`src/rtl/controller_pkg.sv`:
```
// Shared definitions for the controller poller: FSM states, register field
// offsets and the legal per-pad button counts.
package controller_pkg;

  typedef enum logic [1:0] {
    ST_IDLE,
    ST_LATCH,
    ST_SHIFT,
    ST_COMMIT
  } poll_state_t;

  localparam logic [1:0] FIELD_STATE_LO   = 2'd0;
  localparam logic [1:0] FIELD_STATE_HI   = 2'd1;
  localparam logic [1:0] FIELD_PRESSED_LO = 2'd2;
  localparam logic [1:0] FIELD_PRESSED_HI = 2'd3;

  localparam int unsigned BUTTONS_NARROW  = 8;
  localparam int unsigned BUTTONS_WIDE    = 16;
  localparam int unsigned MAX_CONTROLLERS = 4;

endpackage

```
`src/rtl/controller_poller_m_if.sv`:
```
// CPU register window of the controller poller.
interface controller_poller_m_if;
  logic       sel;
  logic [3:0] reg_addr;
  logic       read_strobe;
  logic [7:0] data_out;

  modport master (output sel, reg_addr, read_strobe, input data_out);
  modport slave  (input sel, reg_addr, read_strobe, output data_out);
endinterface

```
`src/rtl/controller_channel_m.sv`:
```
// One serial pad: shift register, committed button state and sticky
// pressed-edge bits with byte-wise clear-on-read.
module controller_channel_m
  import controller_pkg::*;
#(
  parameter int unsigned NUM_BUTTONS = 8
) (
  input  logic                   cpu_clk,
  input  logic                   rst_B,
  input  logic                   sample_en,
  input  logic                   commit,
  input  logic                   serial_in,
  input  logic                   clr_lo,
  input  logic                   clr_hi,
  output logic [NUM_BUTTONS-1:0] state,
  output logic [NUM_BUTTONS-1:0] pressed
);

  logic [NUM_BUTTONS-1:0] shift_q;
  logic [NUM_BUTTONS-1:0] clr_mask;

  always_comb begin
    clr_mask = '0;
    for (int unsigned b = 0; b < NUM_BUTTONS; b++) begin
      clr_mask[b] = (b < BUTTONS_NARROW) ? clr_lo : clr_hi;
    end
  end

  // Shifting in at the MSB end leaves the first sample in bit 0 after a full poll.
  always_ff @(posedge cpu_clk or negedge rst_B) begin
    if (!rst_B) begin
      shift_q <= '0;
      state   <= '0;
      pressed <= '0;
    end else begin
      if (sample_en) begin
        shift_q <= {serial_in, shift_q[NUM_BUTTONS-1:1]};
      end
      if (commit) begin
        state   <= shift_q;
        pressed <= (pressed & ~clr_mask) | (shift_q & ~state);
      end else begin
        pressed <= pressed & ~clr_mask;
      end
    end
  end

endmodule

```
`src/rtl/controller_poller_m.sv`:
```
// Polls up to four serial pads on request, keeps per-pad state and pressed
// bits, and exposes them through a small clear-on-read register window.
module controller_poller_m
  import controller_pkg::*;
#(
  parameter int unsigned NUM_CONTROLLERS = 2,
  parameter int unsigned NUM_BUTTONS     = 8
) (
  input  logic                       cpu_clk,
  input  logic                       rst_B,
  input  logic                       controller_clk_in_enable,
  input  logic                       start_fetch,
  output logic                       controller_clk_out_enable,
  output logic                       controller_latch,
  input  logic [NUM_CONTROLLERS-1:0] data_in_B,
  controller_poller_m_if.slave       cpu,
  output logic                       press_irq,
  output logic                       busy
);

  localparam int unsigned CNT_W = $clog2(NUM_BUTTONS);
  localparam logic [CNT_W-1:0] LAST_BIT = CNT_W'(NUM_BUTTONS - 1);

  poll_state_t      state_q, state_d;
  logic [CNT_W-1:0] bit_cnt;
  logic             sample_en;
  logic             commit;

  always_ff @(posedge cpu_clk or negedge rst_B) begin
    if (!rst_B) begin
      state_q <= ST_IDLE;
      bit_cnt <= '0;
    end else begin
      state_q <= state_d;
      if (sample_en) begin
        bit_cnt <= (bit_cnt == LAST_BIT) ? '0 : bit_cnt + 1'b1;
      end
    end
  end

  always_comb begin
    state_d                   = state_q;
    controller_latch          = 1'b0;
    controller_clk_out_enable = 1'b0;
    sample_en                 = 1'b0;
    commit                    = 1'b0;
    unique case (state_q)
      ST_IDLE: begin
        if (start_fetch) state_d = ST_LATCH;
      end
      ST_LATCH: begin
        controller_latch = 1'b1;
        if (controller_clk_in_enable) state_d = ST_SHIFT;
      end
      ST_SHIFT: begin
        controller_clk_out_enable = controller_clk_in_enable;
        sample_en                 = controller_clk_in_enable;
        if (controller_clk_in_enable && bit_cnt == LAST_BIT) state_d = ST_COMMIT;
      end
      ST_COMMIT: begin
        commit  = 1'b1;
        state_d = ST_IDLE;
      end
      default: state_d = ST_IDLE;
    endcase
  end

  assign busy = (state_q != ST_IDLE);

  logic [1:0] pad_idx;
  logic [1:0] field;
  logic       pad_valid;
  logic       rd_clr;

  assign pad_idx   = cpu.reg_addr[3:2];
  assign field     = cpu.reg_addr[1:0];
  assign pad_valid = (32'(pad_idx) < NUM_CONTROLLERS);
  assign rd_clr    = cpu.sel & cpu.read_strobe & pad_valid;

  // Unpopulated pad slots read as zero, so the mux never needs a range check on the index.
  logic [15:0] state_w   [MAX_CONTROLLERS];
  logic [15:0] pressed_w [MAX_CONTROLLERS];

  for (genvar g = 0; g < MAX_CONTROLLERS; g++) begin : g_pad
    if (g < NUM_CONTROLLERS) begin : g_used
      logic [NUM_BUTTONS-1:0] ch_state;
      logic [NUM_BUTTONS-1:0] ch_pressed;

      controller_channel_m #(.NUM_BUTTONS(NUM_BUTTONS)) u_channel (
        .cpu_clk   (cpu_clk),
        .rst_B     (rst_B),
        .sample_en (sample_en),
        .commit    (commit),
        .serial_in (~data_in_B[g]),
        .clr_lo    (rd_clr && pad_idx == 2'(g) && field == FIELD_PRESSED_LO),
        .clr_hi    (rd_clr && pad_idx == 2'(g) && field == FIELD_PRESSED_HI),
        .state     (ch_state),
        .pressed   (ch_pressed)
      );

      assign state_w[g]   = 16'(ch_state);
      assign pressed_w[g] = 16'(ch_pressed);
    end else begin : g_unused
      assign state_w[g]   = '0;
      assign pressed_w[g] = '0;
    end
  end

  always_comb begin
    cpu.data_out = '0;
    if (cpu.sel && pad_valid) begin
      unique case (field)
        FIELD_STATE_LO:   cpu.data_out = state_w[pad_idx][7:0];
        FIELD_STATE_HI:   cpu.data_out = state_w[pad_idx][15:8];
        FIELD_PRESSED_LO: cpu.data_out = pressed_w[pad_idx][7:0];
        FIELD_PRESSED_HI: cpu.data_out = pressed_w[pad_idx][15:8];
        default:          cpu.data_out = '0;
      endcase
    end
  end

  logic any_pressed;

  always_comb begin
    any_pressed = 1'b0;
    for (int unsigned i = 0; i < MAX_CONTROLLERS; i++) begin
      any_pressed = any_pressed | (|pressed_w[i]);
    end
  end

  always_ff @(posedge cpu_clk or negedge rst_B) begin
    if (!rst_B) press_irq <= 1'b0;
    else        press_irq <= any_pressed;
  end

endmodule

```
`src/flat_wrapper.sv`:
```
// flat-port wrapper written by rule: the top's interface ports become plain ports
module controller_poller_m_flat import controller_pkg::*;
#(
  parameter int unsigned NUM_CONTROLLERS = 2,
  parameter int unsigned NUM_BUTTONS     = 8
)
  (cpu_clk, rst_B, controller_clk_in_enable, start_fetch, controller_clk_out_enable, controller_latch, data_in_B, press_irq, busy, cpu_sel, cpu_reg_addr, cpu_read_strobe, cpu_data_out);
  controller_poller_m_if cpu_i ();
  input  logic cpu_clk;
  input  logic rst_B;
  input  logic controller_clk_in_enable;
  input  logic start_fetch;
  output logic controller_clk_out_enable;
  output logic controller_latch;
  input  logic [NUM_CONTROLLERS-1:0] data_in_B;
  output logic press_irq;
  output logic busy;
  input wire logic [$bits(cpu_i.sel)-1:0] cpu_sel;
  input wire logic [$bits(cpu_i.reg_addr)-1:0] cpu_reg_addr;
  input wire logic [$bits(cpu_i.read_strobe)-1:0] cpu_read_strobe;
  output wire logic [$bits(cpu_i.data_out)-1:0] cpu_data_out;
  assign cpu_i.sel = cpu_sel;
  assign cpu_i.reg_addr = cpu_reg_addr;
  assign cpu_i.read_strobe = cpu_read_strobe;
  assign cpu_data_out = cpu_i.data_out;
  controller_poller_m #(.NUM_CONTROLLERS(NUM_CONTROLLERS), .NUM_BUTTONS(NUM_BUTTONS)) u_core (.cpu_clk(cpu_clk), .rst_B(rst_B), .controller_clk_in_enable(controller_clk_in_enable), .start_fetch(start_fetch), .controller_clk_out_enable(controller_clk_out_enable), .controller_latch(controller_latch), .data_in_B(data_in_B), .cpu(cpu_i), .press_irq(press_irq), .busy(busy));
endmodule
```
`config.mk`:
```
export PLATFORM = sky130hd
export DESIGN_NAME = controller_poller_m_flat
export DESIGN_NICKNAME = d
export VERILOG_FILES = /design/src/rtl/controller_pkg.sv /design/src/rtl/controller_poller_m_if.sv /design/src/rtl/controller_channel_m.sv /design/src/rtl/controller_poller_m.sv /design/src/flat_wrapper.sv
export SDC_FILE = /design/constraint.sdc
export NUM_CORES = 1
export LEC_CHECK = 0
export ABC_AREA = 1
export BUFFER_PORTS_ARGS = -buffer_cell sky130_fd_sc_hd__buf_2
export CAP_MARGIN = 20
export CORE_MARGIN = 3
export CORE_UTILIZATION = 45
export CTS_CLUSTER_SIZE = 25
export DETAILED_ROUTE_END_ITERATION = 10
export PLACE_DENSITY_LB_ADDON = 0.1
export SLEW_MARGIN = 0
export SYNTH_ARGS = -nofsm -noshare
export SYNTH_HDL_FRONTEND = slang
export SYNTH_SLANG_ARGS = --single-unit
```
`constraint.sdc`:
```
create_clock -name cpu_clk -period 2.4 [get_ports cpu_clk]
set_input_delay 0.48 -clock cpu_clk [delete_from_list [all_inputs] [get_ports cpu_clk]]
set_output_delay 0.48 -clock cpu_clk [all_outputs]
set_load 0.1 [all_outputs]
```
; ---- Word-level counts from Yosys, hierarchy flattened
; Cells that the tools add are included.
[word_totals]
regBits = 54
[op_classes]
eq_ne = 11
reduce_logical = 13
muxes = 18
bitwise = 16
n_lt_le_gt_ge = 2
add_sub_neg = 1
[ops]
columns = operator, count
row1 = $bmux W16 S2, 2
row2 = $mux W16, 4
row3 = $and A8 B8 Y8, 4
row4 = $not A8 Y8, 4
row5 = $pmux W8 S4, 1
row6 = $mux W8, 3
row7 = $or A8 B8 Y8, 2
row8 = $reduce_or A8 Y1, 2
row9 = $eq A2 B2 Y1 const B, 4
row10 = $pmux W2 S4, 1
row11 = $eq A2 B1 Y1 const B, 3
row12 = $logic_and A1 B1 Y1, 6
row13 = $logic_not A2 Y1, 3
row14 = $mux W2, 3
row15 = $ne A2 B2 Y1 const B, 2
row16 = $add A3 B1 Y3 const B, 1
row17 = $eq A3 B3 Y1 const B, 1
row18 = $ge A3 B3 Y1 const B, 1
row19 = $mux W1, 3
row20 = $mux W3, 1
row21 = $not A2 Y3, 1
row22 = $reduce_and A3 Y1, 1
row23 = $and A1 B1 Y1, 2
row24 = $lt A2 B2 Y1 const B, 1
row25 = other kinds (4), 5

; ---- Depth between registers and ports, before layout
[depth]
word_depth = 8
depth_mapped = 7
ltp_nobuf = 7

; ---- Cells and area by module
; Synthesis repeated with hierarchy kept, for this count alone.
[hier_totals]
hier_cells = 343
hier_area_um2 = 2702.6
[by_module_without_submodules]
columns = mod, area_each_um2, instances, cells_each
row1 = controller_channel_m, 938.4, 2, 100
row2 = controller_poller_m, 825.8, 1, 143

; ---- Worst setup path before layout
; OpenSTA, ideal clock, no wires.
[synth_timing]
path_kind = input to output
from = input port cpu_reg_addr[2]
to = output port cpu_data_out[6]
required_time_ps = 1920
stages = 7
t_arrival_ps = 2426
n_path_buf = 2
path_slack_ps = -506
path_cell_list = buf_6 > inv_8 > buf_12 > nand2_2 > nand2_1 > nand3_1 > a21oi_1
[synth_between]
elab_chain_cells = 6
word_cells_on_any_way = 11
classes_between = order compare (1) / mux (8) / bitwise (1) / reduce/logical (1)
[synth_lines]
columns = item, line_no
row1 = from (decl), flat_wrapper.sv:19  ; input wire logic [$bits(cpu_i.reg_addr)-1:0] cpu_reg_addr;
row2 = $not A2 Y3 (implied by the code), --
row3 = $bmux W16 S2 (on tied branches), --
row4 = $mux W16 (on tied branches) (2 in a row), "controller_poller_m.sv:115, controller_poller_m.sv:113"
row5 = $pmux W8 S4, controller_poller_m.sv:112  ; unique case (field)
row6 = $mux W8 *, controller_poller_m.sv:111  ; if (cpu.sel && pad_valid) begin
row7 = to (decl), flat_wrapper.sv:21  ; output wire logic [$bits(cpu_i.data_out)-1:0] cpu_data_out;
; Every way passes the cells marked *; elsewhere a longest branch is shown, timed or not. The select of a mux whose other input is x is not followed.

; ---- Worst setup path after layout
[layout_timing]
from = register u_core.state_q[0]
to = output port controller_clk_out_enable
[layout_between]
elab_chain_cells = 2
[layout_lines]
columns = item, line_no
row1 = from (decl), controller_poller_m.sv:24  ; poll_state_t state_q, state_d;
row2 = from (signal assigned), controller_poller_m.sv:34  ; state_q <= state_d;
row3 = $eq A2 B2 Y1, controller_poller_m.sv:47  ; unique case (state_q)
row4 = $mux W1, controller_poller_m.sv:47
row5 = to (decl), flat_wrapper.sv:13  ; output logic controller_clk_out_enable;
; Every way passes these cells.

==> impl_metrics.json <==
{
  "synth_fa_ha_area_share_pct": 2.93,
  "wl_um": 5000,
  "cp-end-kind": "primary output",
  "reg2reg_slack_ns": 1.04,
  "criticalPathCategory": "flop to primary output",
  "yosys.area_share.simple_pct": 24.9,
  "synthCells": 311,
  "drive_above_1_share_pct": 15.8,
  "num_rows": 26,
  "startpoint_type": "flop",
  "routedWlPerCell_um": 12.3,
  "ys_types": 22,
  "reg2reg_depth": 6,
  "drc": 0,
  "antennaDiodeCount": 0,
  "setup_tns_ns": 0,
  "netlist_top_cells_area": "dfrtp_1 53%, nand2_1 17%, o21ai_1 6.6%",
  "period_share_pct": 87.4,
  "place_inst": 397,
  "power.density_nw_per_um2": 1090,
  "vias": 1909,
  "nNetsFinal": 352,
  "worstPathRequired_ns": 1.92,
  "syn_area_per_cell_sq_um": 8.25,
  "worst_slack_ns": 0.303,
  "post_drt_via_cell_ratio": 4.71,
  "synth_seq_cells": 54,
  "synth_nets": 329,
  "finalHoldViolCount": 0,
  "rr_endpoint": "u_core.bit_cnt[0]$_DFFE_PN0P_",
  "synth_compound_area_share_pct": 11.3,
  "hold_class": "input pin to asynchronous set/reset pin",
  "layout.cells.non_filler": 405,
  "die_h_um": 81.5,
  "gp_congestion": 0.748,
  "path_max_fanout": 17,
  "grt_first_pass_wirelength_um": 8760,
  "cts_sinks": 54,
  "slew_violations": 0,
  "leakage_uw": 0.00143,
  "ant_nets": 0,
  "core_area_sq_um": 5300,
  "synth_top_family_by_area": "simple AND/OR/NAND/NOR gates",
  "die_w_um": 81.5,
  "worstMarginPinSlew_ns": 0.603,
  "cts_tree": "yes",
  "timing.rr.start": "u_core.state_q[0]$_DFFE_PN0P_",
  "dr.pass1.iters": 4,
  "clk_pin_slew_ns": 0.09,
  "skew_ns": 0.00802,
  "place_ws_ns": 0.324,
  "antenna_found_initial": 0,
  "critPathArrivalTime_ns": 1.62,
  "place_area_sq_um": 2890,
  "finalSetupViolCount": 0,
  "seq_area_frac_synth_pct": 52.7,
  "ir_drop_uv": 941,
  "io_buffers": 23,
  "synthXorXnorAreaFrac_pct": 0,
  "design_area_sq_um": 2980,
  "ctsHtreeMaxLevel": 2,
  "insertion_delay_ns": 0.30,
  "synth_area_sq_um": 2570,
  "yosysTopAreaCell": "dfrtp_1",
  "cts_buffer_depth": 2,
  "maxCapViolations": 0,
  "initial_utilization_pct": 48.4,
  "synth.area.mux_share_pct": 0,
  "clock.fmax_mhz": 477,
  "post-cts-setup-buffers": 0,
  "fp.dieArea_sq_um": 6640,
  "gr-total-overflow": 0,
  "hpwl_um": 3670,
  "cts_made_buffers": 5,
  "relSlewSlack_pct": 59.8,
  "synth_top_area_share_pct": 52.7,
  "cts_hold_buf": 0,
  "outcome": "complete, no violations",
  "cts_root_buf": "clkbuf_8",
  "rsz0062_at_grt": "false",
  "grt_usage_pct": 17.4,
  "fin_crit_ns": 2.10,
  "grt_pass1_vias": 1858,
  "hold_ws_ns": 0.176,
  "grt_max_degree": 33,
  "drt_iter0_drc": 76,
  "top_level_ports": 24,
  "cts_resized": 0,
  "syn_to_final_growth_pct": 16.2,
  "ys_warn_count": 0
}
## worst max-delay path by stage
stage                                      to                          start  depth (start not counted)  slack (ns)
finish              controller_clk_out_enable  u_core.state_q[0]$_DFFE_PN0P_                          5        0.30
CTS                 controller_clk_out_enable  u_core.state_q[0]$_DFFE_PN0P_                          5        0.28
global route        controller_clk_out_enable  u_core.state_q[0]$_DFFE_PN0P_                          5        0.20
floorplan                     cpu_data_out[0]                cpu_reg_addr[2]                          7        0.05
global placement              cpu_data_out[0]                cpu_reg_addr[3]                          5        0.38
detailed placement            cpu_data_out[2]                cpu_reg_addr[3]                          5        0.32
## per-stage QoR
step	total power (uW)	utilization, %
after global routing	3540	56.2
after detailed placement	2760	54.5
final	3250	56.2
after global placement	2730	54.5
after CTS	3280	56.2
after floorplan	2460	-
## worst max-delay path, cell delays in order, from the launching register on
cell     delay, ns
dfrtp_1       0.43
inv_1         0.10
ha_1          0.20
nand2_1       0.10
inv_2         0.26
buf_12        0.22
## Yosys cell counts
library cell  number
a21oi_1            8
buf_12             1
buf_2              5
buf_4              1
buf_6              2
clkbuf_1           1
dfrtp_1           54
ha_1               6
inv_1             29
inv_2              3
inv_8              1
nand2_1          113
nand2_2            3
nand3_1           17
nand3_4            2
nand4_1            2
nor2_1             9
nor2_2             2
nor2_4             1
o21ai_0           16
o21ai_1           34
or2_1              1
## cell families after synthesis
logic type,Yosys count
AND/OR/NAND/NOR,150
AO/OA/AOI/OAI,58
flip-flops,54
buffers and inverters,43
adder cells (fa/ha/maj),6
## area by class of cell
cell class                 instances  area, sq um
sequential                        54         1350
clock buffer                       7         86.3
fill                             500         2320
inverter                          33          131
tap                               70         87.6
clock inverter                     1         5.00
timing repair buffer              26          285
multi-input combinational        214         1030
## sequential cells by signal (all words and copies together) (netlist names)
name / flops
u_core.bit_cnt: 3
u_core.g_pad.g_used.u_channel.pressed: 16
u_core.g_pad.g_used.u_channel.shift_q: 16
u_core.g_pad.g_used.u_channel.state: 16
u_core.press_irq: 1
u_core.state_q: 2
## report_power, final
group / internal [uW] / switching [uW]
clock network: 233 / 279
registers: 1300 / 307
logic: 386 / 743
## layer usage
metal | global-route usage [%] | vias to the layer above | part of all wire [%]
li1 | - | 1032 | -
met1 | 25.7 | 843 | 53
met2 | 25.7 | 30 | 43
met3 | 3.29 | 4 | 3.0
met4 | 5.57 | 0 | 0.84
met5 | 0 | - | 0
## cell usage in the layout (no fill, tap or decap), drive strengths merged
cell / n
nand2: 116
dfrtp: 54
o21ai: 50
inv: 33
buf: 26
nand3: 19
nor2: 12
a21oi: 8
clkbuf: 7
ha: 6
nand4: 2
or2: 1
clkinv: 1
Note: power is estimated with default switching activity, not from simulation.
